File: src/rtl/usb_reg_master.sv
// usb_reg_master: bus initiator for the CW305 USB parallel register interface.
// A command (write/addr/len) becomes a byte burst. Each byte runs through
// SETUP, STROBE and HOLD phases; write bytes are first fetched in WDATA.
// usb_cen stays low for the whole burst. Strobes and enables decode directly
// from the state register, so an asynchronous reset releases the bus at once.
// Optional feature macro: USB_REG_MASTER_TIMEOUT_EN. When defined, a write
// burst whose next data byte does not arrive within pTIMEOUT cycles is
// abandoned with err and done pulsed together.
module usb_reg_master #(
  parameter int pADDR_WIDTH   = 21,
  parameter int pBYTECNT_SIZE = 7,
  parameter int pSETUP        = 1,
  parameter int pSTROBE       = 2,
  parameter int pHOLD         = 1,
  parameter int pTIMEOUT      = 255
) (
  input  logic                     usb_clk,
  input  logic                     resetn,
  input  logic                     cmd_valid,
  output logic                     cmd_ready,
  input  logic                     cmd_write,
  input  logic [pADDR_WIDTH-1:0]   cmd_addr,
  input  logic [pBYTECNT_SIZE-1:0] cmd_len,
  input  logic [7:0]               wr_data,
  input  logic                     wr_valid,
  output logic                     wr_ready,
  output logic [7:0]               rd_data,
  output logic                     rd_valid,
  output logic                     busy,
  output logic                     done,
  output logic                     err,
  output logic [pADDR_WIDTH-1:0]   usb_addr,
  output logic [7:0]               usb_dout,
  input  logic [7:0]               usb_din,
  output logic                     usb_isout,
  output logic                     usb_cen,
  output logic                     usb_rdn,
  output logic                     usb_wrn
);

  typedef enum logic [2:0] {S_IDLE, S_WDATA, S_SETUP, S_STROBE, S_HOLD} state_e;

  // Phase counter counts down from (phase length - 1) to 0.
  localparam int PMAX = (pSETUP > pSTROBE) ? ((pSETUP > pHOLD) ? pSETUP : pHOLD)
                                           : ((pSTROBE > pHOLD) ? pSTROBE : pHOLD);
  localparam int PCW = $clog2(PMAX + 1);
  localparam logic [PCW-1:0] SETUP_LD  = PCW'(pSETUP - 1);
  localparam logic [PCW-1:0] STROBE_LD = PCW'(pSTROBE - 1);
  localparam logic [PCW-1:0] HOLD_LD   = PCW'(pHOLD - 1);

  state_e                   state_q, state_d;
  logic [PCW-1:0]           ph_q, ph_d;
  logic                     write_q, write_d;
  logic [pADDR_WIDTH-1:0]   addr_q, addr_d;
  logic [pBYTECNT_SIZE-1:0] len_q, len_d;
  logic [pBYTECNT_SIZE-1:0] bcnt_q, bcnt_d;
  logic [7:0]               dout_q, dout_d;
  logic [7:0]               rd_data_q, rd_data_d;
  logic                     rd_valid_q, rd_valid_d;
  logic                     done_q, done_d;
  logic                     err_d;

`ifdef USB_REG_MASTER_TIMEOUT_EN
  localparam int TCW = $clog2(pTIMEOUT + 1);
  localparam logic [TCW-1:0] TMO_LAST = TCW'(pTIMEOUT - 1);
  logic [TCW-1:0] tmo_q, tmo_d;
  logic           err_q;
`endif

  // Next-state and datapath updates; all registered values default to hold.
  always_comb begin
    state_d    = state_q;
    ph_d       = ph_q;
    write_d    = write_q;
    addr_d     = addr_q;
    len_d      = len_q;
    bcnt_d     = bcnt_q;
    dout_d     = dout_q;
    rd_data_d  = rd_data_q;
    rd_valid_d = 1'b0;
    done_d     = 1'b0;
    err_d      = 1'b0;
`ifdef USB_REG_MASTER_TIMEOUT_EN
    tmo_d      = tmo_q;
`endif
    case (state_q)
      S_IDLE: begin
        if (cmd_valid) begin
          write_d = cmd_write;
          addr_d  = cmd_addr;
          len_d   = cmd_len;
          bcnt_d  = '0;
`ifdef USB_REG_MASTER_TIMEOUT_EN
          tmo_d   = '0;
`endif
          if (cmd_write) begin
            state_d = S_WDATA;
          end else begin
            state_d = S_SETUP;
            ph_d    = SETUP_LD;
          end
        end
      end
      S_WDATA: begin
        if (wr_valid) begin
          dout_d  = wr_data;
          state_d = S_SETUP;
          ph_d    = SETUP_LD;
        end
`ifdef USB_REG_MASTER_TIMEOUT_EN
        else if (tmo_q == TMO_LAST) begin
          err_d   = 1'b1;
          done_d  = 1'b1;
          state_d = S_IDLE;
        end else begin
          tmo_d = tmo_q + TCW'(1);
        end
`endif
      end
      S_SETUP: begin
        if (ph_q == '0) begin
          state_d = S_STROBE;
          ph_d    = STROBE_LD;
        end else begin
          ph_d = ph_q - PCW'(1);
        end
      end
      S_STROBE: begin
        if (ph_q == '0) begin
          state_d = S_HOLD;
          ph_d    = HOLD_LD;
          // The read byte is captured on the edge ending the strobe.
          if (!write_q) begin
            rd_data_d  = usb_din;
            rd_valid_d = 1'b1;
          end
        end else begin
          ph_d = ph_q - PCW'(1);
        end
      end
      S_HOLD: begin
        if (ph_q != '0) begin
          ph_d = ph_q - PCW'(1);
        end else if (bcnt_q == len_q) begin
          state_d = S_IDLE;
          done_d  = 1'b1;
        end else begin
          bcnt_d = bcnt_q + pBYTECNT_SIZE'(1);
          addr_d = addr_q + pADDR_WIDTH'(1);
`ifdef USB_REG_MASTER_TIMEOUT_EN
          tmo_d  = '0;
`endif
          if (write_q) begin
            state_d = S_WDATA;
          end else begin
            state_d = S_SETUP;
            ph_d    = SETUP_LD;
          end
        end
      end
      default: state_d = S_IDLE;
    endcase
  end

  // State and datapath registers with asynchronous active-low reset.
  always_ff @(posedge usb_clk or negedge resetn) begin
    if (!resetn) begin
      state_q    <= S_IDLE;
      ph_q       <= '0;
      write_q    <= 1'b0;
      addr_q     <= '0;
      len_q      <= '0;
      bcnt_q     <= '0;
      dout_q     <= '0;
      rd_data_q  <= '0;
      rd_valid_q <= 1'b0;
      done_q     <= 1'b0;
`ifdef USB_REG_MASTER_TIMEOUT_EN
      tmo_q      <= '0;
      err_q      <= 1'b0;
`endif
    end else begin
      state_q    <= state_d;
      ph_q       <= ph_d;
      write_q    <= write_d;
      addr_q     <= addr_d;
      len_q      <= len_d;
      bcnt_q     <= bcnt_d;
      dout_q     <= dout_d;
      rd_data_q  <= rd_data_d;
      rd_valid_q <= rd_valid_d;
      done_q     <= done_d;
`ifdef USB_REG_MASTER_TIMEOUT_EN
      tmo_q      <= tmo_d;
      err_q      <= err_d;
`endif
    end
  end

`ifdef USB_REG_MASTER_TIMEOUT_EN
  assign err = err_q;
`else
  // Without the timeout, err never fires and pTIMEOUT has no effect.
  logic unused_tmo;
  assign unused_tmo = err_d | (pTIMEOUT != 0);
  assign err        = 1'b0;
`endif

  // Bus controls decode from state so reset releases them without a clock.
  assign busy      = (state_q != S_IDLE);
  assign cmd_ready = (state_q == S_IDLE);
  assign wr_ready  = (state_q == S_WDATA);
  assign usb_cen   = (state_q == S_IDLE);
  assign usb_isout = write_q & busy;
  assign usb_rdn   = !((state_q == S_STROBE) && !write_q);
  assign usb_wrn   = !((state_q == S_STROBE) && write_q);
  assign usb_addr  = addr_q;
  assign usb_dout  = dout_q;
  assign rd_data   = rd_data_q;
  assign rd_valid  = rd_valid_q;
  assign done      = done_q;

endmodule

File: config.mk
export PLATFORM = sky130hd
export DESIGN_NAME = usb_reg_master
export DESIGN_NICKNAME = d
export VERILOG_FILES = /design/src/rtl/usb_reg_master.sv
export SDC_FILE = /design/constraint.sdc
export NUM_CORES = 1
export LEC_CHECK = 0
export CORE_ASPECT_RATIO = 0.7
export CORE_MARGIN = 2
export CORE_UTILIZATION = 30
export CTS_CLUSTER_DIAMETER = 80
export DETAILED_ROUTE_END_ITERATION = 10
export GPL_TIMING_DRIVEN = 0
export PLACE_DENSITY = 0.61
export SETUP_SLACK_MARGIN = 0.05
export SLEW_MARGIN = 20
export SYNTH_ARGS = -nofsm -noshare
export SYNTH_HDL_FRONTEND = slang
export SYNTH_SLANG_ARGS = --single-unit
File: constraint.sdc
create_clock -name usb_clk -period 3.04 [get_ports usb_clk]
set_input_delay 0.608 -clock usb_clk [delete_from_list [all_inputs] [get_ports usb_clk]]
set_output_delay 0.608 -clock usb_clk [all_outputs]
set_load 0.02 [all_outputs]
# [Word-level counts from Yosys, hierarchy flattened]
# Cells that the tools add are included.
[word_totals] regBits=59 in_bits=49 out_inout_bits=47 wordCells=78
[op_classes] n_addsub=3 eq_ne=14 mux=32 bitwise_logic=2 reduce_logical=17
[op_table] operator="21-bit two-way mux" count=3
[op_table] operator="21-bit case mux with 2 select lines" count=1
[op_table] operator="2-bit two-way mux" count=11
[op_table] operator="21-bit by 1-bit adder with 21-bit output, second input constant" count=1
[op_table] operator="7-bit two-way mux" count=3
[op_table] operator="3-bit two-way mux" count=5
[op_table] operator="3-bit case mux with 5 select lines" count=1
[op_table] operator="2-bit != test, second input constant" count=7
[op_table] operator="7-bit case mux with 2 select lines" count=1
[op_table] operator="2-bit case mux with 5 select lines" count=1
[op_table] operator="7-bit by 1-bit adder with 7-bit output, second input constant" count=1
[op_table] operator="7-bit == test" count=1
[op_table] operator="3-bit by 2-bit == test with 1-bit output, second input constant" count=2
[op_table] operator="1-bit two-way mux" count=6
[op_table] operator="3-bit != test, second input constant" count=2
[op_table] operator="6-bit AND reduction" count=1
[op_table] operator="5-bit AND reduction" count=1
[op_table] operator="5-bit nonzero test" count=1
[op_table] operator="2-bit AND reduction" count=2
[op_table] operator="4-bit AND reduction" count=1
[op_table] operator="2-bit nonzero test" count=2
[op_table] operator="3-bit by 1-bit == test with 1-bit output, second input constant" count=1
[op_table] operator="3-bit == test, second input constant" count=1
[op_table] operator="1-bit logical NOT" count=3
[op_table] operator="other kinds (8)" count=9

# [Depth between registers and ports, before layout]
[logic_depth] ltp_word=4 mapped_depth=7 ltp_nobuf=6

# [Worst setup path after synthesis]
# OpenSTA, ideal clock, no wires.
[synth_timing] kind="reg-to-reg" startpoint="reg state_q[0]" endpoint="reg dout_q[0], in the netlist usb_dout[0]" setup_ps=125 arrival_ps=1871 required_ps=2915 slack_ps=1044 stages_incl_launch_ff=6 n_path_buf=2 synth_period_minus_slack_ps=1996 path_cell_list="dfrtp_1 -> buf_2 -> nor3b_1 -> and2_1 -> buf_2 -> mux2_2"
[synth_via] elab_chain_cells=2
[synth_lines] element="start: declaration" line_no="51" rtl="state_e state_q, state_d;"
[synth_lines] element="start signal: assignment" line_no="183" rtl="state_q <= state_d;"
[synth_lines] element="3-bit by 1-bit == test with 1-bit output"
[synth_lines] element="named net wr_ready" line_no="26" rtl="output logic wr_ready,"
[synth_lines] element="2-bit AND reduction (no line)"
[synth_lines] element="end signal: assignment" line_no="189" rtl="dout_q <= dout_d;"
[synth_lines] element="end: declaration" line_no="57" rtl="logic [7:0] dout_q, dout_d;"
# The timed path passes the listed nets, and every way through them passes these cells.
# A chain may end at the register's enable or synchronous reset.

# [Worst setup path in the final report]
[layout_timing] startpoint="reg state_q[0]" endpoint="out usb_cen"
[layout_via] elab_chain_cells=1
[layout_lines] element="3-bit logical NOT" line_no="213" rtl="assign usb_cen = (state_q == S_IDLE);"
[layout_lines] element="end: declaration" line_no="36" rtl="output logic usb_cen,"
# Every way passes these cells.

==> impl_metrics.env <==
export IMPL_vias_per_cell=5.15
export IMPL_drv_cap=0
export IMPL_grt_pass1_vias=2854
export IMPL_initial_utilization_pct=30.6
export IMPL_synthCells=329
export IMPL_gp_congestion=0.871
export IMPL_start_kind="register"
export IMPL_place_detailed_hpwl_mm=6.45
export IMPL_root_buffer="clkbuf_16"
export IMPL_insertion_delay_ns=0.32
export IMPL_setup_viol=0
export IMPL_worstSetupPathType="reg -> out"
export IMPL_insertedDiodeCount=0
export IMPL_cts_buffers=9
export IMPL_grt_use_total_pct=17.0
export IMPL_hold_path_class="in -> async"
export IMPL_dpl_cell_area_um2=4280
export IMPL_syn_area_um2=3140
export IMPL_layout_min_cycle_time_ns=2.60
export IMPL_clk_path_buf_depth=2
export IMPL_fmax_mhz=384
export IMPL_drc_errors=0
export IMPL_synth_nets=380
export IMPL_final_nets=486
export IMPL_hold_violations=0
export IMPL_async_flop_share_pct=100
export IMPL_clk_pin_slew_worst_paths_ns=0.05
export IMPL_finalWirelength_mm=9.19
export IMPL_io_pins=96
export IMPL_clock_sinks=59
export IMPL_syn_mean_instance_area_um2=9.56
export IMPL_port_buffers=94
export IMPL_routedWlPerCell_um=16.1
export IMPL_path_max_fanout=10
export IMPL_htreeDepth=3
export IMPL_drtIter0Drc=229
export IMPL_fp_dieW_um=126
export IMPL_grt_max_degree=45
export IMPL_grt_use_met1_pct=25.0
export IMPL_rsz0062_at_grt="false"
export IMPL_grt_pass1_wl_mm=15.1
export IMPL_p_per_area_nw_per_um2=1070
export IMPL_ys_flop_type="dfrtp_1"
export IMPL_area_growth_pct=46.4
export IMPL_die_h_um=89.7
export IMPL_ys_warnings_count=0
export IMPL_cts_tree="done"
export IMPL_final_cell_area_um2=4600
export IMPL_ctsHoldBuffers=0
export IMPL_synth_edf_count=0
export IMPL_drive_gt1_share_pct=12.3
export IMPL_arrival_ns=2.00
export IMPL_post_cts_buffers=0
export IMPL_antenna_found_initial=0
export IMPL_coreArea_um2=10300
export IMPL_met2_usage_pct=25.0
export IMPL_drt_pass1_iterations=5
export IMPL_final_util_pct=44.8
export IMPL_cts_resized=0
export IMPL_relSlewSlack_pct=51.2
export IMPL_ys_ff_latch=59
export IMPL_end_kind="output port"
export IMPL_dieArea_um2=11300
export IMPL_grt_overflow_total=0
export IMPL_fin_crit_sh_pct=85.7
export IMPL_grtUsageMet3_pct=4.98
export IMPL_power_leakage_nw=1.86
export IMPL_grt_busiest_layer="met2"
export IMPL_outcome="complete, no violations"
export IMPL_vias=2946
export IMPL_timing_final_max_slew_violations=0
export IMPL_final_common_cell="clkdlybuf4s50_1"
export IMPL_synth_seq_area_share_pct=47.0
export IMPL_tightestPinTransition_ns=0.727
export IMPL_rows=31
export IMPL_most_common_layout_cells="clkdlybuf4s50_1, dfrtp_1, nand2_1"
export IMPL_fin_worst_skew_ns=0.00475
export IMPL_required_ns=2.43
export IMPL_postRouteAntennaNets=0
export IMPL_yosysUniqueCellTypes=57
export IMPL_ir_drop_mv=0.514
cells in the mapped netlist, drive strengths merged, types with 2 or more instances:
cell,count,area (µm²)
dfrtp,59,1480
nand2,44,165
nor2,25,93.8
a21oi,22,110
mux2,16,180
clkbuf,15,76.3
a31oi,12,75.1
nand3,12,65.1
o21ai,12,60.1
buf,9,61.3
inv,9,33.8
o22a,8,71.3
nand4,7,43.8
xnor2,7,61.3
o22ai,5,31.3
nor3b,4,35.0
o211ai,4,30.0
o31ai,4,30.0
or4,4,30.0
a22oi,3,22.5
a2bb2oi,3,26.3
and2,3,18.8
and3,3,20.0
nand2b,3,18.8
nor3,3,20.0
o21a,3,22.5
a211oi,2,15.0
a311o,2,20.0
and4,2,17.5
ha,2,25.0
mux2i,2,20.0
o2bb2a,2,20.0
o31a,2,18.8
or3,2,12.5
per-layer routing:
metal  up-vias  part of all wire [%]
met5         -                     0
met4         0                  0.38
met3         4                   7.0
met2       132                    41
met1      1395                    52
li1       1415                     -
worst max-delay path, stage by stage, from the launching register on:
cell and delay, ns:
dfrtp_1 0.41, buf_2 0.20, nor3_2 0.31, buf_4 0.17, clkdlybuf4s50_1 0.59
sequential cells by signal, indices dropped and copies added, names as in the netlist:
name	cells
bcnt_q	7
done	1
len_q	7
ph_q	2
rd_data	8
rd_valid	1
state_q	3
usb_addr	21
usb_dout	8
write_q	1
logic make-up (layout without fill, tap and decap cells):
| kind of cell | Yosys count | in the layout | synth area share (%) |
|---|---|---|---|
| compound gates | 91 | 91 | 19.6 |
| xor+xnor | 8 | 8 | 2.23 |
| fa+ha+maj | 2 | 2 | 0.796 |
| buf+inv | 33 | 144 | 5.45 |
| flops | 59 | 59 | 47.0 |
| mux | 18 | 18 | 6.37 |
| other cells | 1 | 1 | 0.119 |
| simple gates | 117 | 117 | 18.5 |
power breakdown:
group	internal [mW]	switching, mW
Sequential	1.12	0.331
Clock	0.757	0.360
Combinational	1.14	1.20
Total	3.02	1.89
area by class of cell:
type / count / area [µm²]
flip-flops and latches: 59 / 1480
fillers: 980 / 5680
clock inverters: 5 / 75.1
repair buffers: 95 / 966
plain buffers: 24 / 138
clock buffers: 11 / 253
multi-input cells: 237 / 1500
inverters: 9 / 33.8
well taps: 132 / 165
metrics by stage:
step | setup WS (ns) | total power [mW] | setup TNS (ns) | std cells | hold slack, ns
3_3_place_gp | -0.678 | 3.75 | -39.72 | 555 | 0.482
4_1_cts | 0.412 | 4.94 | 0 | 572 | 0.144
5_1_grt | 0.299 | 5.23 | 0 | 572 | 0.153
2_1_floorplan | 1.04 | 2.80 | 0 | 329 | 0.312
6_report | 0.436 | 4.91 | 0 | 572 | 0.147
3_5_place_dp | 0.677 | 3.80 | 0 | 556 | 0.474
path summary, 6_finish.rpt:
| check | cells after the start | from | end | slack [ns] |
|---|---|---|---|---|
| max | 4 | state_q[0]$_DFFE_PN0P_ | usb_cen | 0.44 |
| min | 1 | resetn | usb_dout[6]$_DFFE_PN0P_ | 0.15 |
| max reg2reg | 6 | usb_addr[0]$_DFFE_PN0P_ | usb_addr[20]$_DFFE_PN0P_ | 0.81 |
| min reg2reg | 2 | len_q[1]$_DFFE_PN0P_ | len_q[1]$_DFFE_PN0P_ | 0.49 |
| max in group asynchronous | 2 | resetn | rd_data[3]$_DFFE_PN0P_ | 2.40 |
| min in group usb_clk | 2 | len_q[1]$_DFFE_PN0P_ | len_q[1]$_DFFE_PN0P_ | 0.49 |
Note: power is estimated with default switching activity, not from simulation.
